### src/rtl/analyzer_mem_pkg.sv
// Shared definitions for the analyzer sample-memory path: arbiter state
// encoding, packet-to-word geometry and the sample-number to word-address
// conversion that the capture writer also uses.
package analyzer_mem_pkg;

    // Arbiter command-port states.
    typedef enum logic [1:0] {
        ST_IDLE      = 2'd0,
        ST_ISSUE     = 2'd1,
        ST_WAIT_DONE = 2'd2
    } arb_state_e;

    // Memory words occupied by one stored sample packet.
    function automatic int unsigned calc_words_per_packet(
        input int unsigned packet_bits,
        input int unsigned word_bytes
    );
        return (packet_bits / 32'd8) / word_bytes;
    endfunction

    // Default geometry of the analyzer build.
    localparam int unsigned SAMPLE_PACKET_WIDTH_DEF = 32'd32;
    localparam int unsigned MEMORY_WORD_WIDTH_DEF   = 32'd2;
    localparam int unsigned WORDS_PER_PACKET =
        calc_words_per_packet(SAMPLE_PACKET_WIDTH_DEF, MEMORY_WORD_WIDTH_DEF);

    // Full-width word offset of a sample; callers truncate to their address
    // width, which makes addresses beyond capacity wrap around the memory.
    function automatic logic [63:0] sample_to_word(
        input logic [31:0] sample_number,
        input int unsigned words_per_packet
    );
        return {32'd0, sample_number} * 64'(words_per_packet);
    endfunction

endpackage

### src/rtl/analyzer_mem_arbiter.sv
// Arbitrates the single sample-memory command port between the capture
// write path (priority) and the trace readback path (starvation-protected).
// One burst is outstanding at a time: IDLE selects, ISSUE holds the command
// until the controller accepts it, WAIT_DONE waits for burst completion.
module analyzer_mem_arbiter
    import analyzer_mem_pkg::*;
#(
    parameter int unsigned SAMPLE_PACKET_WIDTH = 32'd32,
    parameter int unsigned MEMORY_WORD_WIDTH   = 32'd2,
    parameter int unsigned ADDR_WIDTH          = 32'd27,
    parameter int unsigned BURST_PACKETS       = 32'd4,
    parameter int unsigned RD_STARVE_LIMIT     = 32'd8
) (
    input  logic                  clk,
    input  logic                  reset,
    input  logic                  wr_req,
    input  logic [31:0]           wr_sample_number,
    output logic                  wr_grant,
    input  logic                  rd_req,
    input  logic [31:0]           rd_sample_number,
    input  logic                  rd_fifo_ready,
    output logic                  rd_grant,
    output logic                  mem_cmd_valid,
    input  logic                  mem_cmd_ready,
    output logic                  mem_cmd_write,
    output logic [ADDR_WIDTH-1:0] mem_cmd_addr,
    input  logic                  mem_done,
    output logic                  busy,
    output logic                  protocol_err
);

    localparam int unsigned LP_WORDS_PER_PACKET =
        calc_words_per_packet(SAMPLE_PACKET_WIDTH, MEMORY_WORD_WIDTH);
    localparam logic [7:0] LP_STARVE_LIMIT = 8'(RD_STARVE_LIMIT);

    arb_state_e            r_state;
    logic [7:0]            r_starve_cnt;
    logic                  r_cmd_valid;
    logic                  r_cmd_write;
    logic [ADDR_WIDTH-1:0] r_cmd_addr;
    logic                  r_busy;
    logic                  r_protocol_err;

    logic                  w_rd_elig;
    logic                  w_sel_rd;
    logic                  w_sel_wr;
    logic                  w_handshake;
    logic [ADDR_WIDTH-1:0] w_wr_addr;
    logic [ADDR_WIDTH-1:0] w_rd_addr;
    logic [7:0]            w_starve_next;

    // Selection decision and candidate addresses for the IDLE cycle.
    always_comb begin
        w_rd_elig   = rd_req & rd_fifo_ready;
        w_sel_rd    = 1'b0;
        w_sel_wr    = 1'b0;
        w_handshake = r_cmd_valid & mem_cmd_ready;
        w_wr_addr   = ADDR_WIDTH'(sample_to_word(wr_sample_number, LP_WORDS_PER_PACKET));
        w_rd_addr   = ADDR_WIDTH'(sample_to_word(rd_sample_number, LP_WORDS_PER_PACKET));
        if (w_rd_elig && (!wr_req || (r_starve_cnt == LP_STARVE_LIMIT))) begin
            w_sel_rd = 1'b1;
        end else if (wr_req) begin
            w_sel_wr = 1'b1;
        end else begin
            w_sel_rd = 1'b0;
            w_sel_wr = 1'b0;
        end
    end

    // Starvation count after a write selection: count writes that pass over
    // an eligible read, restart whenever no read was waiting.
    always_comb begin
        w_starve_next = 8'd0;
        if (w_rd_elig) begin
            if (r_starve_cnt < LP_STARVE_LIMIT) begin
                w_starve_next = r_starve_cnt + 8'd1;
            end else begin
                w_starve_next = LP_STARVE_LIMIT;
            end
        end else begin
            w_starve_next = 8'd0;
        end
    end

    // Command-port FSM with registered command, busy and error outputs.
    always_ff @(posedge clk) begin
        if (reset) begin
            r_state        <= ST_IDLE;
            r_starve_cnt   <= 8'd0;
            r_cmd_valid    <= 1'b0;
            r_cmd_write    <= 1'b0;
            r_cmd_addr     <= '0;
            r_busy         <= 1'b0;
            r_protocol_err <= 1'b0;
        end else begin
            // A completion outside WAIT_DONE never belongs to our burst.
            if (mem_done && (r_state != ST_WAIT_DONE)) begin
                r_protocol_err <= 1'b1;
            end

            case (r_state)
                ST_IDLE: begin
                    if (w_sel_rd) begin
                        r_cmd_write  <= 1'b0;
                        r_cmd_addr   <= w_rd_addr;
                        r_cmd_valid  <= 1'b1;
                        r_busy       <= 1'b1;
                        r_starve_cnt <= 8'd0;
                        r_state      <= ST_ISSUE;
                    end else if (w_sel_wr) begin
                        r_cmd_write  <= 1'b1;
                        r_cmd_addr   <= w_wr_addr;
                        r_cmd_valid  <= 1'b1;
                        r_busy       <= 1'b1;
                        r_starve_cnt <= w_starve_next;
                        r_state      <= ST_ISSUE;
                    end
                end
                ST_ISSUE: begin
                    // Command fields stay latched until the controller takes them.
                    if (w_handshake) begin
                        r_cmd_valid <= 1'b0;
                        r_state     <= ST_WAIT_DONE;
                    end
                end
                ST_WAIT_DONE: begin
                    if (mem_done) begin
                        r_busy  <= 1'b0;
                        r_state <= ST_IDLE;
                    end
                end
                default: begin
                    r_cmd_valid <= 1'b0;
                    r_busy      <= 1'b0;
                    r_state     <= ST_IDLE;
                end
            endcase
        end
    end

    // Grants mark the accepting handshake cycle, so they follow mem_cmd_ready
    // directly; only one command is ever valid, so they cannot coincide.
    assign wr_grant      = w_handshake & r_cmd_write;
    assign rd_grant      = w_handshake & ~r_cmd_write;
    assign mem_cmd_valid = r_cmd_valid;
    assign mem_cmd_write = r_cmd_write;
    assign mem_cmd_addr  = r_cmd_addr;
    assign busy          = r_busy;
    assign protocol_err  = r_protocol_err;

endmodule

### config.mk
export PLATFORM = sky130hd
export DESIGN_NAME = analyzer_mem_arbiter
export DESIGN_NICKNAME = d
export VERILOG_FILES = /design/src/rtl/analyzer_mem_pkg.sv /design/src/rtl/analyzer_mem_arbiter.sv
export SDC_FILE = /design/constraint.sdc
export NUM_CORES = 1
export LEC_CHECK = 0
export CAP_MARGIN = 10
export CORE_UTILIZATION = 47
export CTS_BUF_LIST = sky130_fd_sc_hd__clkbuf_2 sky130_fd_sc_hd__clkbuf_4 sky130_fd_sc_hd__clkbuf_8
export DETAILED_ROUTE_END_ITERATION = 8
export PLACE_DENSITY = 0.83
export SYNTH_ARGS = -nofsm -noshare
export SYNTH_HDL_FRONTEND = slang
export SYNTH_SLANG_ARGS = --single-unit
### constraint.sdc
create_clock -name clk -period 5.5 [get_ports clk]
set_clock_uncertainty 0.2 [all_clocks]
set_input_delay 1.1 -clock clk [delete_from_list [all_inputs] [get_ports clk]]
set_output_delay 1.1 -clock clk [all_outputs]
set_load 0.01 [all_outputs]
==> results of run 1 <==
[through the flow]
stage               setup WS [ns]  total power [W]  area (µm²)  cells
CTS                          1.85         0.000751        3320    450
finish                       1.86         0.000745        3320    450
global placement             1.85         0.000557        3240    443
detailed placement           1.75         0.000563        3240    443
floorplan                    2.88         0.000447        2450    317
global route                 1.74         0.000788        3320    450
[layer usage]
| layer | track usage (%) | wire length (µm) | vias to the layer above |
|---|---|---|---|
| li1 | - | - | 1304 |
| met1 | 31.5 | 2760 | 1211 |
| met2 | 46.1 | 3470 | 100 |
| met3 | 6.78 | 520 | 4 |
| met4 | 8.12 | 38 | 0 |
| met5 | 0 | 0 | - |
[cell type report]
cell class	instances	area, µm²	area share, %
clock buffer	6	76.3	2.30
clock inverter	1	5.00	0.151
inverter	3	11.3	0.339
multi-input combinational	238	1410	42.5
sequential	40	801	24.1
tap	67	83.8	2.52
timing repair buffer	95	933	28.1
[cell families (layout without fill, tap and decap cells)]
logic type / after synthesis / in the layout / share of synthesized area [%]
AOI/OAI and AO/OA: 120 / 120 / 30.7
and+or+nand+nor: 115 / 115 / 25.1
DFF: 40 / 40 / 32.7
buffers and inverters: 39 / 105 / 10.4
adders and majority gates: 2 / 2 / 1.02
other: 1 / 1 / 0.153
[where the power goes]
group	internal [W]	total, W	switching, W
Sequential	0.000317	0.000334	0.0000171
Clock	0.0000912	0.000188	0.0000972
Combinational	0.000121	0.000223	0.000102
Total	0.000529	0.000745	0.000216
[worst min path at each step]
stage                         start              end  slack (ns)  depth (start not counted)
floorplan           r_starve_cnt[1]  r_starve_cnt[1]        0.26                          2
global placement       protocol_err     protocol_err        0.26                          2
detailed placement     protocol_err     protocol_err        0.27                          2
CTS                            busy             busy        0.28                          2
global route                   busy             busy        0.32                          2
finish                 protocol_err     protocol_err        0.28                          2
[sequential cells by signal, indices dropped and copies added, names as in the netlist]
signal         cells
mem_cmd_addr      26
mem_cmd_valid      1
r_starve_cnt       8
busy               1
protocol_err       1
mem_cmd_write      1
r_state            2
[Yosys cell counts]
library cell	n	area, µm²
or3_1	1	6.26
nand2_1	33	124
nor3_2	1	10.0
buf_6	3	33.8
and2_1	1	6.26
nor4_2	1	12.5
o41ai_1	1	8.76
nand2b_1	3	18.8
nor3b_1	30	225
and3_1	1	6.26
a32oi_1	1	8.76
o21bai_1	2	15.0
buf_1	1	3.75
nor3b_2	1	12.5
and2_4	1	8.76
buf_4	1	7.51
a31oi_1	27	169
nor2b_1	2	12.5
inv_1	3	11.3
nand3b_1	2	15.0
and3b_1	1	8.76
buf_12	3	60.1
nand3_1	3	15.0
buf_2	4	20.0
ha_1	2	25.0
clkbuf_8	1	13.8
nand4b_1	1	8.76
a311oi_1	27	236
conb_1	1	3.75
dlymetal6s2s_1	2	25.0
nor2_1	33	124
dfxtp_1	40	801
o21a_1	1	7.51
clkbuf_1	21	78.8
a21oi_1	61	305
[worst register-to-register path: stages (launching register included)]
cell,delay [ns]
dfxtp_1,0.34
inv_1,0.08
ha_1,0.17
and3b_1,0.87
and2_4,0.49
a31oi_1,0.14
a311oi_1,0.34
[placed cells by master (no fill, tap or decap)]
cell type and n:
nor3b_2 1, nand3b_1 2, nor2b_1 2, nor2_1 33, or3_1 1, a32oi_1 1
nand2_2 1, and2_4 1, nand3_1 3, and2_1 1, buf_2 1, ha_1 2
nor3_4 1, nor3b_1 30, clkdlybuf4s50_1 89, nand4b_1 1, o41ai_1 1, nor4_4 1
nand2_1 32, o21bai_1 2, dfxtp_1 40, inv_1 3, a311oi_1 27, buf_4 5
o21a_1 1, nand2b_1 3, conb_1 1, clkbuf_4 1, a31oi_1 27, and3_1 1
clkbuf_8 5, clkinv_2 1, and3b_1 1, a21oi_1 61
==> results.yml, run 1 <==
synth:
  mappedNetlistNets: 390
  netlist_instances: 317
  post_synth_instance_area_um2: 2450
  ys_ff_latch: 40
  ys_seq_area_share_pct: 32.7
  synthDistinctLibCells: 35
  synth-warning-count: 0
  avgSynthCellArea_um2: 7.72
final_layout:
  nFillCells: 435
  post-route-util_pct: 68.1
  drive_gt1_share_pct: 4.70
  total_nets_final: 456
  areaGrowthSynthToFinish_pct: 35.7
  n_antenna_cell: 0
timing:
  rsz_0062_raised_after_global_routing: "no"
  finalCritPeriodShare_pct: 66.2
  tightestPinTransition_ns: 1.11
  final.hold.worst_slack_ns: 0.280
  max-slew-margin-rel_pct: 26.1
  clock.fmax_mhz: 275
  period_minus_slack_ns: 3.64
  slew_viol_final: 0
  fin_setup_tns_ns: 0
  setup-violations-final: 0
  hold_viol: 0
clock_network:
  post_cts_hold_buffer_count: 0
  post_cts_buffers: 0
  post_cts_resize_count: 0
  numCtsBuffers: 5
  root_buffer: "clkbuf_8"
  clkSlewWorstSetupHoldPaths_ns: 0.08
  clock_latency_ns: 0.29
  tritoncts: "yes"
  htree_levels: 2
  clock_tree.buffer_depth: 2
  number_of_sinks_on_the_clock_net: 40
grt:
  grt_antenna_before_repair: 0
  global_route.overflow_total: 0
  track_usage_pct: 26.3
  grt_max_degree: 56
  grt_first_pass_wirelength_um: 11200
  first_global_vias: 2499
critical_path:
  total_number_of_cells_along_the_worst_setup_path: 4
  critical_path.reg2reg.endpoint: "mem_cmd_addr[15]"
  critical_path.max_stage_delay_ns: 0.54
  critPathSlowestCell: "clkdlybuf4s50_1"
  crit_start: "mem_cmd_ready"
  regToRegSetupSlack_ns: 2.74
  critPathTopFamily: "buffers and inverters"
  critical-path-top-cell-by-count: "clkdlybuf4s50_1"
  crit_path_cell_trace: "clkdlybuf4s50_1 -> nand2_1 -> nor2_1 -> clkdlybuf4s50_1"
  rr_startpoint: "r_starve_cnt[0]"
  critPathCaptureType: "output pin"
  critPathCapture: "rd_grant"
  timing.critical_path.from_type: "input pin"
  critical_path_at_ns: 2.34
  crit_path_buf_inv_count: 2
  worst-setup-path-type: "in2out"
  timing.critical_path.required_ns: 4.20
  number_of_cell_instances_on_the_worst_register_to_register_path: 6
  timing.critical_path.fanout_max: 4
hold_path:
  holdCritPathClass: "reg2reg"
floorplan:
  floorplan.die_area_um2: 5500
  io_pins: 104
  rows: 25
  start_util_pct: 50.2
  die_w_um: 74.2
  core_region_area_um2: 4880
  die_h_um: 74.2
drt:
  wirelength_um: 6800
  via_per_inst: 5.82
  routed-via-count: 2619
  wl_per_cell_um: 15.1
  ant_nets: 0
  iteration_count_of_the_initial_detailed_routing_pass: 4
  drt_iter0_markers: 177
  route.detailed.drc: 0
run:
  maxCapViolCount: 0
power:
  power.density_nw_per_um2: 224
  max-vdd-ir-drop_mv: 0.111
  leakagePower_nw: 1.16
run_status:
  status: "complete, no violations"
placement:
  gp_congestion: 0.757
  detailed_place_hpwl_um: 4400
  port_buffers: 90
Power figures use the tool's default switching activity.
==> run 2: changes to the inputs <==
--- a/config.mk
+++ b/config.mk
@@ -6,10 +6,10 @@
 export NUM_CORES = 1
 export LEC_CHECK = 0
 export CAP_MARGIN = 10
-export CORE_UTILIZATION = 47
+export CORE_UTILIZATION = 44
 export CTS_BUF_LIST = sky130_fd_sc_hd__clkbuf_2 sky130_fd_sc_hd__clkbuf_4 sky130_fd_sc_hd__clkbuf_8
 export DETAILED_ROUTE_END_ITERATION = 8
-export PLACE_DENSITY = 0.83
+export PLACE_DENSITY = 0.79
 export SYNTH_ARGS = -nofsm -noshare
 export SYNTH_HDL_FRONTEND = slang
 export SYNTH_SLANG_ARGS = --single-unit
==> constraint.sdc (replaced) <==
create_clock -name clk -period 3.4 [get_ports clk]
set_clock_uncertainty 0.2 [all_clocks]
set_input_delay 0.68 -clock clk [delete_from_list [all_inputs] [get_ports clk]]
set_output_delay 0.68 -clock clk [all_outputs]
set_load 0.01 [all_outputs]
==> run 2 against run 1 <==
Against the previous run:
- global-route usage fell by 2.0 points
- sequential share of layout area decreased by 0.38 points
- first-iteration DRC count is 27% lower
- critical path depth unchanged
- via count is 2.9% higher
- sequential cell count unchanged
- non-clock buffer count is 5 higher
- critical endpoint unchanged
- largest cell class unchanged
- highest routed layer unchanged
==> results.yml, run 2 (synthesis results as in run 1) <==
placement:
  gp_congestion: 0.770
  port_buffers: 90
  detailed_place_hpwl_um: 4550
clock_network:
  root_buffer: "clkbuf_8"
  post_cts_resize_count: 0
  post_cts_hold_buffer_count: 0
  post_cts_buffers: 0
  numCtsBuffers: 5
  htree_levels: 2
  clock_tree.buffer_depth: 2
  number_of_sinks_on_the_clock_net: 40
  clock_latency_ns: 0.29
  clkSlewWorstSetupHoldPaths_ns: 0.08
  tritoncts: "yes"
drt:
  drt_iter0_markers: 130
  wirelength_um: 7000
  via_per_inst: 5.87
  iteration_count_of_the_initial_detailed_routing_pass: 4
  routed-via-count: 2696
  wl_per_cell_um: 15.2
  ant_nets: 0
  route.detailed.drc: 0
final_layout:
  areaGrowthSynthToFinish_pct: 37.8
  nFillCells: 496
  drive_gt1_share_pct: 6.17
  largest_reg_flops: 26
  n_antenna_cell: 0
  total_nets_final: 461
  mostFrequentLayoutCell: "clkdlybuf4s50_1"
  most-common-layout-cells: "clkdlybuf4s50_1, a21oi_1, dfxtp_1, nor2_1, nand2_1"
run:
  maxCapViolCount: 0
timing:
  max-slew-margin-rel_pct: 50.4
  clock.fmax_mhz: 356
  finalCritPeriodShare_pct: 82.6
  final.hold.worst_slack_ns: 0.279
  period_minus_slack_ns: 2.81
  setup-violations-final: 0
  slew_viol_final: 0
  rsz_0062_raised_after_global_routing: "no"
  fin_setup_tns_ns: 0
  tightestPinTransition_ns: 0.742
  hold_viol: 0
floorplan:
  die_w_um: 76.6
  floorplan.die_area_um2: 5870
  die_h_um: 76.6
  core_region_area_um2: 5240
  io_pins: 104
  start_util_pct: 46.8
  rows: 26
power:
  p_switching_w: 0.000368
  clock_power_share_pct: 27.1
  max-vdd-ir-drop_mv: 0.190
  power.density_nw_per_um2: 368
  seq_power_share_pct: 43.4
  combinational_group_share_of_total_power_pct: 29.4
  leakagePower_nw: 1.19
  power.switching_fraction_pct: 29.6
  internal_cell_power_w: 0.000872
critical_path:
  critical_path_at_ns: 1.93
  timing.critical_path.from_type: "input pin"
  critPathTopFamily: "buffers and inverters"
  critPathCaptureType: "output pin"
  timing.critical_path.fanout_max: 4
  timing.critical_path.required_ns: 2.52
  critPathSlowestCell: "clkdlybuf4s50_1"
  critical-path-top-cell-by-count: "clkdlybuf4s50_1"
  crit_path_cell_trace: "clkdlybuf4s50_1 -> nand2_1 -> nor2_1 -> clkdlybuf4s50_1"
  crit_path_buf_inv_count: 2
  critical_path.max_stage_delay_ns: 0.55
  regToRegSetupSlack_ns: 1.43
  worst-setup-path-type: "in2out"
grt:
  grt_max_degree: 45
  first_global_vias: 2619
  grt_first_pass_wirelength_um: 11700
  track_usage_pct: 24.3
  global_route.overflow_total: 0
  grt_antenna_before_repair: 0
hold_path:
  holdCritPathClass: "reg2reg"
run_status:
  status: "complete, no violations"
## run 2: cell types whose count changed in the layout (fill, tap and decap cells not counted)
| cell | previous run | this run |
|---|---|---|
| buf_4 | 5 | 10 |
| clkinv_2 | 1 | 2 |
| clkbuf_4 | 1 | 0 |
| clkbuf_8 | 5 | 6 |
## run 2: cell type report
class / instances / area, µm² / share of cell area [%]
inverter: 3 / 11.3 / 0.334
tap: 70 / 87.6 / 2.60
multi-input combinational: 238 / 1410 / 41.8
clock inverter: 2 / 10.0 / 0.297
sequential: 40 / 801 / 23.7
clock buffer: 6 / 82.6 / 2.45
timing repair buffer: 100 / 971 / 28.8
## run 2: final timing paths
check,end,from,depth (start not counted)
worst max register to register,r_starve_cnt[2],r_starve_cnt[4],5
worst max-delay path,rd_grant,mem_cmd_ready,4
worst min register to register,protocol_err,protocol_err,2
worst min-delay path,protocol_err,protocol_err,2
## run 2: power by group through the flow
stage	combinational, W	sequential (W)	clock, W
6_report	0.000365	0.000538	0.000337
3_3_place_gp	0.000356	0.000549	0
5_1_grt	0.000398	0.000545	0.000357
2_1_floorplan	0.000157	0.000566	0
3_5_place_dp	0.000363	0.000549	0
4_1_cts	0.000365	0.000539	0.000340
## run 2: stage by stage
step | cell area [µm²] | instances | total power, W | worst slack, ns | utilization, %
4_1_cts | 3370 | 459 | 0.00124 | 0.597 | 64.4
3_3_place_gp | 3280 | 451 | 0.000905 | 0.602 | 62.7
2_1_floorplan | 2450 | 317 | 0.000723 | 1.41 | -
6_report | 3370 | 459 | 0.00124 | 0.590 | 64.4
5_1_grt | 3370 | 459 | 0.00130 | 0.512 | 64.4
3_5_place_dp | 3280 | 451 | 0.000912 | 0.600 | 62.7
## run 2: metal layers
metal | routed length (µm) | vias up | global-route usage (%)
met5 | 0 | - | 0
met4 | 74 | 0 | 10.6
met3 | 478 | 9 | 4.55
met2 | 3450 | 97 | 42.4
met1 | 3000 | 1284 | 28.8
li1 | - | 1306 | -
## run 2: worst min-delay path: stages (launching register included)
cell and delay [ns]:
dfxtp_1 0.33, a21oi_1 0.04, nor2_1 0.07
